**config.mk**
```make
export PLATFORM = sky130hd
export DESIGN_NAME = lcd_bus_wr_ctrl
export DESIGN_NICKNAME = d
export VERILOG_FILES = /design/src/rtl/lcd_pkg.sv /design/src/rtl/lcd_bus_wr_ctrl.sv
export SDC_FILE = /design/constraint.sdc
export NUM_CORES = 1
export LEC_CHECK = 0
export CORE_MARGIN = 2
export CORE_UTILIZATION = 40
export DETAILED_ROUTE_END_ITERATION = 8
export SYNTH_ARGS = -nofsm -noshare
export SYNTH_HDL_FRONTEND = slang
export SYNTH_SLANG_ARGS = --single-unit
```
**constraint.sdc**
```tcl
create_clock -name i_clk -period 4.7 [get_ports i_clk]
set_clock_uncertainty 0.2 [all_clocks]
set_input_delay 0.94 -clock i_clk [delete_from_list [all_inputs] [get_ports i_clk]]
set_output_delay 0.94 -clock i_clk [all_outputs]
set_load 0.02 [all_outputs]
```
**src/rtl/lcd_pkg.sv**
```systemverilog
// Shared definitions for the 8080-style LCD write-bus master: state encoding,
// idle levels of the active-low strobes and the default timing set.
package lcd_pkg;

  typedef enum logic [2:0] {
    ST_RST_LOW  = 3'd0,
    ST_RST_WAIT = 3'd1,
    ST_IDLE     = 3'd2,
    ST_SETUP    = 3'd3,
    ST_STROBE   = 3'd4,
    ST_HOLD     = 3'd5
  } lcd_state_e;

  localparam logic LCD_IDLE_CS = 1'b1;
  localparam logic LCD_IDLE_WR = 1'b1;
  localparam logic LCD_IDLE_RD = 1'b1;

  localparam int LCD_DATA_W = 24;

  localparam int DEF_T_SETUP    = 1;
  localparam int DEF_T_WR_LOW   = 2;
  localparam int DEF_T_HOLD     = 1;
  localparam int DEF_T_RST_LOW  = 500;
  localparam int DEF_T_RST_WAIT = 6000000;
  localparam int DEF_CNT_W      = 23;

  function automatic logic in_transfer(input lcd_state_e s);
    return (s == ST_SETUP) || (s == ST_STROBE) || (s == ST_HOLD);
  endfunction

  function automatic logic in_panel_reset(input lcd_state_e s);
    return (s == ST_RST_LOW) || (s == ST_RST_WAIT);
  endfunction

endpackage

```
**src/rtl/lcd_bus_wr_ctrl.sv**
```systemverilog
// Write-only 8080 LCD bus master: panel reset sequencing, timed cs/rs/wr
// strobes with back-to-back bursts, and a registered backlight enable.
module lcd_bus_wr_ctrl
  import lcd_pkg::*;
#(
  parameter int T_SETUP    = DEF_T_SETUP,
  parameter int T_WR_LOW   = DEF_T_WR_LOW,
  parameter int T_HOLD     = DEF_T_HOLD,
  parameter int T_RST_LOW  = DEF_T_RST_LOW,
  parameter int T_RST_WAIT = DEF_T_RST_WAIT,
  parameter int CNT_W      = DEF_CNT_W
) (
  input  logic                  i_clk,
  input  logic                  i_reset,
  input  logic                  i_valid,
  output logic                  o_ready,
  input  logic                  i_is_data,
  input  logic [LCD_DATA_W-1:0] i_word,
  input  logic                  i_lcd_reset,
  input  logic                  i_blk_en,
  output logic                  o_busy,
  output logic                  o_blk,
  output logic                  o_cs,
  output logic                  o_rs,
  output logic                  o_wr,
  output logic                  o_rd,
  output logic                  o_rst,
  output logic [LCD_DATA_W-1:0] o_data
);

  localparam int T_MAX_A = (T_SETUP > T_WR_LOW) ? T_SETUP : T_WR_LOW;
  localparam int T_MAX_B = (T_HOLD > T_RST_LOW) ? T_HOLD : T_RST_LOW;
  localparam int T_MAX_C = (T_MAX_A > T_MAX_B) ? T_MAX_A : T_MAX_B;
  localparam int T_MAX   = (T_MAX_C > T_RST_WAIT) ? T_MAX_C : T_RST_WAIT;
  localparam longint CNT_SPAN = longint'(1) << CNT_W;

  if (T_SETUP < 1 || T_WR_LOW < 1 || T_HOLD < 1 || T_RST_LOW < 1 || T_RST_WAIT < 1) begin : g_bad_min
    $error("lcd_bus_wr_ctrl: every timing parameter must be at least 1");
  end
  if (longint'(T_MAX) > CNT_SPAN) begin : g_bad_width
    $error("lcd_bus_wr_ctrl: CNT_W too narrow for the largest timing parameter");
  end

  lcd_state_e            state, state_nx;
  logic [CNT_W-1:0]      cnt, cnt_nx, cnt_cur;
  logic                  fresh;
  logic                  pend, pend_nx;
  logic                  accept, last;
  logic                  ready_nx, busy_nx, cs_nx, wr_nx, rs_nx, rst_nx;
  logic [LCD_DATA_W-1:0] data_nx;

  function automatic logic [CNT_W-1:0] load_val(input lcd_state_e s);
    logic [CNT_W-1:0] v;
    v = '0;
    case (s)
      ST_RST_LOW:  v = CNT_W'(T_RST_LOW - 1);
      ST_RST_WAIT: v = CNT_W'(T_RST_WAIT - 1);
      ST_SETUP:    v = CNT_W'(T_SETUP - 1);
      ST_STROBE:   v = CNT_W'(T_WR_LOW - 1);
      ST_HOLD:     v = CNT_W'(T_HOLD - 1);
      default:     v = '0;
    endcase
    return v;
  endfunction

  // Reset leaves the counter at zero; the first RST_LOW cycle after release
  // behaves as a fresh entry so the pulse still lasts T_RST_LOW cycles.
  assign cnt_cur = fresh ? load_val(ST_RST_LOW) : cnt;
  assign last    = (cnt_cur == '0);
  assign accept  = i_valid & o_ready;

  always_comb begin
    state_nx = state;
    cnt_nx   = cnt_cur;
    pend_nx  = pend;
    data_nx  = o_data;
    rs_nx    = o_rs;

    if (accept) begin
      data_nx = i_word;
      rs_nx   = i_is_data;
    end

    if (i_lcd_reset && !in_panel_reset(state)) begin
      pend_nx = 1'b1;
    end

    case (state)
      ST_RST_LOW:  if (last) state_nx = ST_RST_WAIT;
      ST_RST_WAIT: if (last) state_nx = ST_IDLE;
      ST_IDLE: begin
        if (accept)    state_nx = ST_SETUP;
        else if (pend) state_nx = ST_RST_LOW;
      end
      ST_SETUP:    if (last) state_nx = ST_STROBE;
      ST_STROBE:   if (last) state_nx = ST_HOLD;
      ST_HOLD: begin
        if (last) begin
          if (accept)    state_nx = ST_SETUP;
          else if (pend) state_nx = ST_RST_LOW;
          else           state_nx = ST_IDLE;
        end
      end
      default:     state_nx = ST_RST_LOW;
    endcase

    if (state_nx != state) begin
      cnt_nx = load_val(state_nx);
    end else if (!last) begin
      cnt_nx = cnt_cur - CNT_W'(1);
    end

    // The pending request is consumed by the reset sequence it triggers.
    if (state_nx == ST_RST_LOW && state != ST_RST_LOW) begin
      pend_nx = 1'b0;
    end

    ready_nx = !pend_nx && ((state_nx == ST_IDLE) ||
                            (state_nx == ST_HOLD && cnt_nx == '0));
    busy_nx  = (state_nx != ST_IDLE);
    cs_nx    = in_transfer(state_nx) ? 1'b0 : LCD_IDLE_CS;
    wr_nx    = (state_nx == ST_STROBE) ? 1'b0 : LCD_IDLE_WR;
    rst_nx   = (state_nx != ST_RST_LOW);
  end

  always_ff @(posedge i_clk) begin
    if (i_reset) begin
      state   <= ST_RST_LOW;
      cnt     <= '0;
      fresh   <= 1'b1;
      pend    <= 1'b0;
      o_ready <= 1'b0;
      o_busy  <= 1'b1;
      o_cs    <= LCD_IDLE_CS;
      o_wr    <= LCD_IDLE_WR;
      o_rd    <= LCD_IDLE_RD;
      o_rs    <= 1'b0;
      o_rst   <= 1'b0;
      o_data  <= '0;
      o_blk   <= 1'b0;
    end else begin
      state   <= state_nx;
      cnt     <= cnt_nx;
      fresh   <= 1'b0;
      pend    <= pend_nx;
      o_ready <= ready_nx;
      o_busy  <= busy_nx;
      o_cs    <= cs_nx;
      o_wr    <= wr_nx;
      o_rd    <= LCD_IDLE_RD;
      o_rs    <= rs_nx;
      o_rst   <= rst_nx;
      o_data  <= data_nx;
      o_blk   <= i_blk_en;
    end
  end

endmodule

```
**Yosys cells after proc, flatten, opt, wreduce, memory -nomap -nowiden**

Cells that the tools add are included.

- Memories kept: 0
- Register bits after elaboration: 59
- Input bits: 30
- Memory bits (read-only): 0
- Memory bits (writable): 0
- Latch bits: 0
- Output and inout bits: 32

- $add $sub $neg: 1
- Shift-type cells: 0
- Equal/unequal tests: 12
- Reductions and logical operators: 16
- Bitwise logic cells: 1
- Magnitude comparators: 0
- Multiplexer cells: 19
- Divide/modulo/power cells: 0
- $mul: 0

Operator list:

| operator | number |
|---|---|
| 23-bit two-way mux | 3 |
| 23-bit case mux with 3 select lines | 1 |
| 23-bit logical NOT | 2 |
| 23-bit by 1-bit subtractor with 23-bit output, second input constant | 1 |
| 3-bit two-way mux | 7 |
| 3-bit case mux with 6 select lines | 1 |
| 3-bit by 2-bit equality test with 1-bit output, second input constant | 4 |
| 3-bit equality test, second input constant | 4 |
| 3-bit by 1-bit equality test with 1-bit output, second input constant | 2 |
| 3-bit logical NOT | 2 |
| 3-bit nonzero test | 2 |
| 1-bit two-way mux | 5 |
| 1-bit logical AND | 4 |
| 1-bit logical OR | 4 |
| 2-bit two-way mux | 2 |
| 3-bit by 2-bit != test with 1-bit output, second input constant | 1 |
| 3-bit != test | 1 |
| 1-bit logical NOT | 2 |
| 1-bit AND | 1 |

**Depth between registers and ports, before layout**

Gate-level depths: netlist of run 1.

- Depth in word-level cells: 11
- Mapped depth: 13
- Depth with buffers taken out: 10

**Worst setup path before layout of run 1**

No wires, ideal clock.

- Path type: register -> register
- Start point: register fresh
- End point: register o_ready
- Slack: 1365 ps
- Stages on the path, launching flop included: 13
- Required time: 4440 ps
- Buffers on the path: 2
- Arrival time: 3076 ps
- Path through: dfxtp_1 clkbuf_8 clkbuf_1 nor2_1 ha_1 nor4b_1 nand4_2 o21ai_2 nor4_1 or3_2 a21o_2 nor4_2 a41o_1

- Longest elaborated chain between the ends: 11
- Elaborated cells on any way between the ends: 25
- Classes of those cells: add/sub (1); eq/ne (5); mux (11); reduce/logical (8)

RTL lines:

| element | line | text |
|---|---|---|
| from (decl) | lcd_bus_wr_ctrl.sv:46 | `logic fresh;` |
| from (signal assigned) | lcd_bus_wr_ctrl.sv:130 | `fresh <= 1'b1;` |
| from (signal assigned) | lcd_bus_wr_ctrl.sv:144 | `fresh <= 1'b0;` |
| 23-bit two-way mux (*) | lcd_bus_wr_ctrl.sv:68 | `assign cnt_cur = fresh ? load_val(ST_RST_LOW) : cnt;` |
| 23-bit logical NOT | lcd_bus_wr_ctrl.sv:69 | `assign last = (cnt_cur == '0);` |
| 3-bit two-way mux (on tied branches) | -- |  |
| 3-bit case mux with 6 select lines | lcd_bus_wr_ctrl.sv:88 | `case (state)` |
| 3-bit equality test (tied with other cells) | lcd_bus_wr_ctrl.sv:55 | `case (s)` |
| 23-bit case mux with 3 select lines | lcd_bus_wr_ctrl.sv:55 |  |
| 23-bit two-way mux | lcd_bus_wr_ctrl.sv:107 | `if (state_nx != state) begin` |
| 23-bit logical NOT | lcd_bus_wr_ctrl.sv:119 | `(state_nx == ST_HOLD && cnt_nx == '0));` |
| 1-bit logical AND | lcd_bus_wr_ctrl.sv:119 |  |
| 1-bit logical OR | lcd_bus_wr_ctrl.sv:118 | `ready_nx = !pend_nx && ((state_nx == ST_IDLE) \|\|` |
| 1-bit logical AND (*) | lcd_bus_wr_ctrl.sv:118 |  |
| to (signal assigned) | lcd_bus_wr_ctrl.sv:146 | `o_ready <= ready_nx;` |
| to (decl) | lcd_bus_wr_ctrl.sv:16 | `output logic o_ready,` |

Mark *: on every way between the ends. The rest lies on a longest branch, timed or not.
A chain may end at the register's enable or synchronous reset.

**Final worst setup path of run 1**

Same ends and word-level chain as after synthesis.

==> impl_metrics.csv, run 1 <==
group,metric,value,unit
synthesis,syn_nets,424,
synthesis,yosys_warnings,0,
synthesis,ys_seq_elements,59,
synthesis,syn_area,0.00304,mm²
clock_network,cts.clk_slew.worst_paths,80,ps
critical_path,cp.arrival,3830,ps
clock_network,post_cts_buffers,0,
timing,post-route-period-util,0.797,
power,max-vdd-ir-drop,0.160,mV
timing,hold_ws,255,ps
critical_path,cp_max_fo,15,
clock_network,cts-hold-fix-buffers,0,
layout,nNetsFinal,473,
detailed_routing,dr_total_vias,3047,
detailed_routing,wirelength,8.59,mm
layout,diodes,0,
detailed_routing,ant_nets,0,
global_route,overflow,0,
run_status,status,"finished, final reports clean",
layout,drive_above_1_share,0.110,
power,p_leak,1.35,nW
clock_network,cts_buffers,9,
timing,setup_viol,0,
synthesis,yosysSeqAreaShare,0.389,
place,post-dp-hpwl,6.06,mm
clock_network,htreeDepth,3,
timing,drv_slew,0,
die,initial_core_util,0.417,
clock_network,clk_latency,340,ps
global_route,grt_pass1_wl,14.3,mm
synthesis,synth.most_common_cell,"nand2_1",
clock_network,cts_tree,"built",
synthesis,synth_enable_flop_cells,0,
detailed_routing,drc,0,
place,gp_congestion,0.915,
global_route,grt_pass1_vias,2785,
detailed_routing,via_per_inst,5.58,
timing,fin_setup_tns,0,ps
timing,finalCriticalPeriod,3750,ps
detailed_routing,drt_iter0_drc,263,
detailed_routing,wl_per_cell,15.7,µm
clock_network,ctsResizeCount,0,
synthesis,synth_cells,393,
global_route,grt_max_degree,50,
place,port_buffers,60,
die,floorplan.die_area,0.00831,mm²
synthesis,synth_top_area_share,0.389,
synthesis,yosysUniqueCellTypes,69,
detailed_routing,first_pass_iters,5,
power,power.density,287,mW/mm²
timing,finalHoldViolCount,0,
synthesis,yosys.area.top_type,"dfxtp_1",
synthesis,synth_area_leaders,"dfxtp_1, nand2_1, a21oi_1",
global_route,antenna_found_initial,0,
job,max_cap_viol_count,0,
layout,area_growth_syn_to_layout,27.1,%
clock_network,clockBufferDepth,2,
critical_path,crit_type,"flop to flop",
die,die_width,91.2,µm
timing,worst_pin_slew,1090,ps
synthesis,synth_area_per_cell,7.73,µm²
critical_path,start_kind,"flop",
die,io_pins,62,
die,core-area,0.00729,mm²
timing,slew_headroom,0.272,
clock_network,cts-root-buf,"clkbuf_8",
critical_path,end_kind,"flop",
die,die_h,91.2,µm
clock_network,cts.sinks,59,
timing,rsz0062_at_grt,"no",
hold_path,hold_class,"flop to flop",
global_route,grt_use_total,0.213,
synthesis,synth-async-reset-ratio,0,
layout,fillers,728,
place,post-place-cells,530,
critical_path,cp.required,4780,ps
synthesis,synth_flop_cell,"dfxtp_1",
die,fp-row-count,31,
critical_path,rrSetupSlack,950,ps
timing,fmax,267,MHz
synthesis,ys_top_cells_by_count,"nand2_1, dfxtp_1, a21oi_1",
layout,instances_no_fill,546,
placed cells by master (no fill, tap or decap), types with 4 or more instances in the layout:
master,n
a21o_2,4
a21oi_1,43
a31oi_1,5
and2_1,4
and3_1,5
clkbuf_8,9
clkdlybuf4s50_1,59
dfxtp_1,59
inv_1,6
nand2_1,76
nand3_1,8
nand4_1,5
nor2_1,28
nor2b_1,4
nor3_1,12
nor4_1,7
o211ai_1,4
o21ai_0,20
o31ai_1,5
or2_2,6
xnor2_1,4
critical path: stages (launching register included):
cell and delay, ps:
dfxtp_1 380, nor2_1 310, ha_1 270, nor4b_1 500
and4_1 450, a22o_2 210, o21ai_1 360, o21ai_0 270
nand2_1 80, a2111oi_0 430, a41o_1 230
logic make-up (layout without fill, tap and decap cells):
group,after synthesis,count (layout),synth area share
xor+xnor,7,7,0.0202
flops,59,59,0.389
compound gates,110,110,0.231
fa+ha+maj,1,1,0.00412
other cells,1,1,0.00123
simple gates,182,182,0.302
buf+inv,31,85,0.0465
mux,2,2,0.00659
through the flow:
step / area, µm² / total power [mW] / setup slack [ps] / utilization
2_1_floorplan: 3040 / 0.606 / 1360 / -
5_1_grt: 3860 / 1.16 / 717 / 0.530
4_1_cts: 3860 / 1.12 / 981 / 0.530
3_5_place_dp: 3660 / 0.651 / 906 / 0.502
3_3_place_gp: 3660 / 0.651 / 1050 / 0.502
6_report: 3860 / 1.11 / 955 / 0.530
layer usage:
layer	track usage	routed length (µm)	part of all wire
met1	0.297	4030	0.47
met2	0.320	3910	0.45
met3	0.0407	495	0.058
met4	0.0947	152	0.018
met5	0	0	0
registers in the layout, summed over array words and instances (netlist names):
| register | count |
|---|---|
| o_data | 24 |
| cnt | 23 |
| state | 3 |
| fresh | 1 |
| o_blk | 1 |
| o_busy | 1 |
| o_cs | 1 |
| o_ready | 1 |
| o_rs | 1 |
| o_rst | 1 |
| o_wr | 1 |
| pend | 1 |
area by class of cell:
cell class                 count  area, µm²  share of cell area
tap                           99        124              0.0321
multi-input combinational    303       1720               0.444
sequential                    59       1180               0.306
clock buffer                   9        124              0.0321
clock inverter                 7       77.6              0.0201
timing repair buffer          63        618               0.160
inverter                       6       22.5             0.00583
report_power, final:
part           total, mW  internal (mW)  switching [mW]
logic              0.118         0.0564          0.0617
clock network      0.467          0.248           0.219
registers          0.523          0.509          0.0136
final timing paths:
check / from / endpoint / depth (start not counted)
setup / recovery: fresh$_DFF_P_ / o_ready$_SDFF_PP0_ / 10
hold / removal: o_data[6]$_SDFFE_PP0P_ / o_data[6]$_SDFFE_PP0P_ / 2
setup reg to reg: fresh$_DFF_P_ / o_ready$_SDFF_PP0_ / 10
hold reg to reg: o_data[6]$_SDFFE_PP0P_ / o_data[6]$_SDFFE_PP0P_ / 2
No activity file was read; power rests on OpenSTA's default activity.
==> run 2, diff against run 1 <==
clock period = 3.7 ns   (was 4.7 ns; I/O delays follow)
==> impl_metrics.csv, run 2 (synthesis results as in run 1) <==
group,metric,value,unit
run_status,status,"finished, final reports clean",
critical_path,cp.required,3780,ps
global_route,grt_pass1_wl,14.9,mm
timing,finalCriticalPeriod,3370,ps
hold_path,whs_path_depth,2,
clock_network,clockBufferDepth,2,
layout,layout_common_cells,"nand2_1, dfxtp_1, clkdlybuf4s50_1",
global_route,grt_max_degree,29,
critical_path,end_kind,"flop",
timing,finalHoldViolCount,0,
detailed_routing,ant_nets,0,
die,die_width,91.2,µm
layout,drive_above_1_share,0.121,
timing,post-route-period-util,0.910,
layout,nNetsFinal,483,
critical_path,rrSetupSlack,330,ps
critical_path,rr_startpoint,"fresh$_DFF_P_",
power,p_int,0.959,mW
layout,final_common_cell,"nand2_1",
place,post-dp-hpwl,6.42,mm
critical_path,critPathLaunch,"fresh$_DFF_P_",
power,power.density,336,mW/mm²
clock_network,cts_buffers,9,
layout,fin_area,0.00389,mm²
die,fp-row-count,31,
detailed_routing,wl_per_cell,16.0,µm
detailed_routing,dr_total_vias,3106,
timing,slew_headroom,0.423,
timing,rsz0062_at_grt,"no",
place,gp_congestion,0.961,
clock_network,htreeDepth,3,
clock_network,post_cts_buffers,0,
timing,fmax,297,MHz
layout,fin_util,0.533,
detailed_routing,first_pass_iters,5,
detailed_routing,drt_iter0_drc,236,
detailed_routing,drc,0,
clock_network,cts-root-buf,"clkbuf_8",
detailed_routing,via_per_inst,5.61,
timing,fin_setup_tns,0,ps
global_route,grt_use_total,0.226,
die,core-area,0.00729,mm²
layout,largest_register_ffs,24,
power,power.switching,0.349,mW
clock_network,cts_tree,"built",
critical_path,reg2regPathDepth,10,
clock_network,clk_latency,330,ps
global_route,grt_pass1_vias,3003,
power,max-vdd-ir-drop,0.220,mV
timing,setup_viol,0,
place,place_ws,311,ps
detailed_routing,wirelength,8.89,mm
critical_path,cp.arrival,3450,ps
global_route,overflow,0,
timing,fin_ws,334,ps
timing,hold_ws,254,ps
place,place_area,0.00374,mm²
layout,top_register,"o_data",
clock_network,cts.clk_slew.worst_paths,70,ps
layout,diodes,0,
hold_path,holdCritStartpoint,"o_data[7]$_SDFFE_PP0P_",
die,floorplan.die_area,0.00831,mm²
timing,drv_slew,0,
power,pwr-share-seq,0.507,
place,port_buffers,60,
clock_network,cts.sinks,59,
die,initial_core_util,0.417,
job,max_cap_viol_count,0,
layout,top_regs,"o_data x24, cnt x23, state x3",
die,io_pins,62,
critical_path,critPathCapture,"o_ready$_SDFF_PP0_",
power,p_comb_frac,0.124,
layout,fillers,748,
critical_path,worstReg2RegEnd,"o_ready$_SDFF_PP0_",
power,p_leak,1.38,nW
power,clkPwrFrac,0.370,
global_route,antenna_found_initial,0,
critical_path,cp_max_fo,6,
critical_path,crit_type,"flop to flop",
power,switching_share,0.267,
layout,area_growth_syn_to_layout,27.9,%
timing,worst_pin_slew,858,ps
critical_path,start_kind,"flop",
hold_path,hold_class,"flop to flop",
die,die_h,91.2,µm
run 2: cell count changes in the layout (fill, tap and decap cells not counted), sizes merged:
cell	change
buf	+10
clkbuf	+2
clkinv	-2
bufinv	-1
inv	-1
run 2: critical path, cell delays in order, from the launching register on:
cell,delay (ps)
dfxtp_1,330
nor2_1,160
ha_1,220
nor4b_1,490
and4_1,430
nand2_1,230
a22oi_1,210
o2bb2ai_1,90
a21o_2,230
a2111oi_1,500
a41o_1,220
run 2: how the worst min path moves through the flow:
stage,endpoint
4_1_cts,o_data[20]$_SDFFE_PP0P_
3_3_place_gp,o_data[5]$_SDFFE_PP0P_
3_5_place_dp,o_data[11]$_SDFFE_PP0P_
6_report,o_data[7]$_SDFFE_PP0P_
2_1_floorplan,o_data[0]$_SDFFE_PP0P_
5_1_grt,o_data[21]$_SDFFE_PP0P_
run 2: layer usage:
metal,global-route usage,routed length [µm],up-vias,share of wire
met3,0.0739,622,18,0.070
met1,0.290,3960,1426,0.45
met5,0,0,-,0
li1,-,-,1532,-
met2,0.356,4130,130,0.46
met4,0.0770,174,0,0.020
run 2: what timing repair did:
item | in CTS | in global routing
resized for setup | 0 | 1
hold buffers | 0 | 0
setup endpoints to repair | 0 | 1
run 2: area by class of cell:
type / instances / area, µm² / share of cell area
clock buffer: 11 / 131 / 0.0338
inverter: 6 / 22.5 / 0.00579
sequential: 59 / 1180 / 0.304
multi-input combinational: 303 / 1720 / 0.442
clock inverter: 3 / 17.5 / 0.00451
tap: 99 / 124 / 0.0319
timing repair buffer: 73 / 693 / 0.178
run 2: stage by stage:
step / instances / power, mW
floorplan: 393 / 0.770
global placement: 540 / 0.837
detailed placement: 540 / 0.835
CTS: 554 / 1.32
global route: 554 / 1.37
finish: 554 / 1.31
run 2: power groups by stage:
stage          logic [mW]  registers [mW]  clock network (mW)
3_3_place_gp        0.159           0.678                   0
2_1_floorplan      0.0983           0.672                   0
6_report            0.162           0.663               0.483
5_1_grt             0.177           0.665               0.533
3_5_place_dp        0.158           0.677                   0
4_1_cts             0.159           0.663               0.502
==> run 3, diff against run 2 <==
CORE_MARGIN = 8   (was 2)
==> impl_metrics.csv, run 3 (synthesis results as in run 1) <==
group,metric,value,unit
run_status,status,"finished, final reports clean",
die,core-area,0.00729,mm²
power,p_leak,1.40,nW
global_route,grt_pass1_wl,15.8,mm
die,floorplan.die_area,0.0106,mm²
critical_path,cp.arrival,3460,ps
timing,finalHoldViolCount,0,
timing,fmax,297,MHz
clock_network,cts_buffers,9,
power,switching_share,0.249,
power,power,1.46,mW
detailed_routing,drc,0,
power,power.switching,0.364,mW
layout,layout_common_cells,"nand2_1, dfxtp_1, clkdlybuf4s50_1",
die,io_pins,62,
timing,setup_viol,0,
detailed_routing,first_pass_iters,4,
layout,top_register,"o_data",
clock_network,clk_latency,340,ps
global_route,antenna_found_initial,0,
layout,fillers,752,
die,initial_core_util,0.417,
critical_path,start_kind,"flop",
layout,largest_register_ffs,24,
critical_path,cp.required,3790,ps
detailed_routing,via_per_inst,5.59,
detailed_routing,dr_total_vias,3096,
critical_path,end_kind,"flop",
layout,nNetsFinal,482,
critical_path,crit_type,"flop to flop",
timing,worst_pin_slew,749,ps
place,post-dp-hpwl,6.80,mm
job,max_cap_viol_count,0,
clock_network,cts.sinks,59,
power,p_int,1.10,mW
power,pwr-share-seq,0.454,
timing,post-route-period-util,0.910,
die,die_width,103,µm
place,port_buffers,60,
global_route,grt_use_total,0.191,
die,fp-row-count,31,
global_route,grt_pass1_vias,3164,
detailed_routing,drt_iter0_drc,214,
critical_path,cp_max_fo,6,
global_route,overflow,0,
clock_network,post_cts_buffers,0,
place,gp_congestion,0.921,
hold_path,hold_class,"flop to flop",
layout,top_regs,"o_data x24, cnt x23, state x3",
clock_network,cts-root-buf,"clkbuf_8",
layout,area_growth_syn_to_layout,29.8,%
detailed_routing,wl_per_cell,17.0,µm
global_route,grt_max_degree,31,
timing,finalCriticalPeriod,3370,ps
power,p_comb_frac,0.110,
power,max-vdd-ir-drop,0.171,mV
timing,slew_headroom,0.496,
layout,drive_above_1_share,0.125,
layout,final_common_cell,"nand2_1",
timing,drv_slew,0,
detailed_routing,wirelength,9.43,mm
die,die_h,103,µm
layout,diodes,0,
clock_network,cts.clk_slew.worst_paths,70,ps
timing,rsz0062_at_grt,"no",
power,power.density,371,mW/mm²
clock_network,htreeDepth,3,
detailed_routing,ant_nets,0,
clock_network,cts-hold-fix-buffers,0,
power,clkPwrFrac,0.436,
timing,fin_setup_tns,0,ps
clock_network,cts_tree,"built",
clock_network,clockBufferDepth,2,
clock_network,ctsResizeCount,0,
run 3: cell count changes in the layout (fill, tap and decap cells not counted), sizes merged:
cell and delta:
buf -1, bufinv +2, clkbuf -1, clkinv +1, clkinvlp -1
run 3: final timing paths:
| path | slack (ps) | end | start | cells past startpoint |
|---|---|---|---|---|
| worst max-delay path | 330 | o_ready$_SDFF_PP0_ | fresh$_DFF_P_ | 10 |
| worst min-delay path | 250 | o_data[17]$_SDFFE_PP0P_ | o_data[17]$_SDFFE_PP0P_ | 2 |
| worst max register to register | 330 | o_ready$_SDFF_PP0_ | fresh$_DFF_P_ | 10 |
| worst min register to register | 250 | o_data[17]$_SDFFE_PP0P_ | o_data[17]$_SDFFE_PP0P_ | 2 |
run 3: critical path: stages (launching register included):
cell	delay, ps
dfxtp_1	330
nor2_1	310
ha_1	280
nor4b_2	330
and4_1	390
nand2_1	210
a22oi_1	200
o2bb2ai_1	90
a21o_2	230
a2111oi_1	520
a41o_1	230
run 3: per-layer routing:
layer	vias up	global-route usage	routed length (µm)
met1	1423	0.236	4100
met5	-	0	0
li1	1522	-	-
met3	26	0.0601	817
met2	125	0.286	4220
met4	0	0.109	291
run 3: area by class of cell:
class	instances	area [µm²]	share of cell area
Tap cell	99	124	0.0314
Multi-Input combinational cell	303	1720	0.437
Clock inverter	5	78.8	0.0200
Sequential cell	59	1180	0.299
Clock buffer	10	128	0.0324
Timing Repair Buffer	72	686	0.174
Inverter	6	22.5	0.00571
run 3: metrics by stage:
stage	utilization	instance area (µm²)	worst slack, ps	hold slack [ps]	std cells
global placement	0.511	3730	287	241	539
global route	0.541	3940	58.4	275	554
finish	0.541	3940	333	253	554
floorplan	-	3040	365	335	393
detailed placement	0.511	3730	191	246	539
CTS	0.540	3940	140	255	554
run 3: power by group through the flow:
stage	clock, mW	combinational (mW)	sequential, mW
4_1_cts	0.656	0.157	0.663
5_1_grt	0.687	0.177	0.666
2_1_floorplan	0	0.0983	0.672
3_5_place_dp	0	0.156	0.678
3_3_place_gp	0	0.157	0.677
6_report	0.638	0.161	0.665
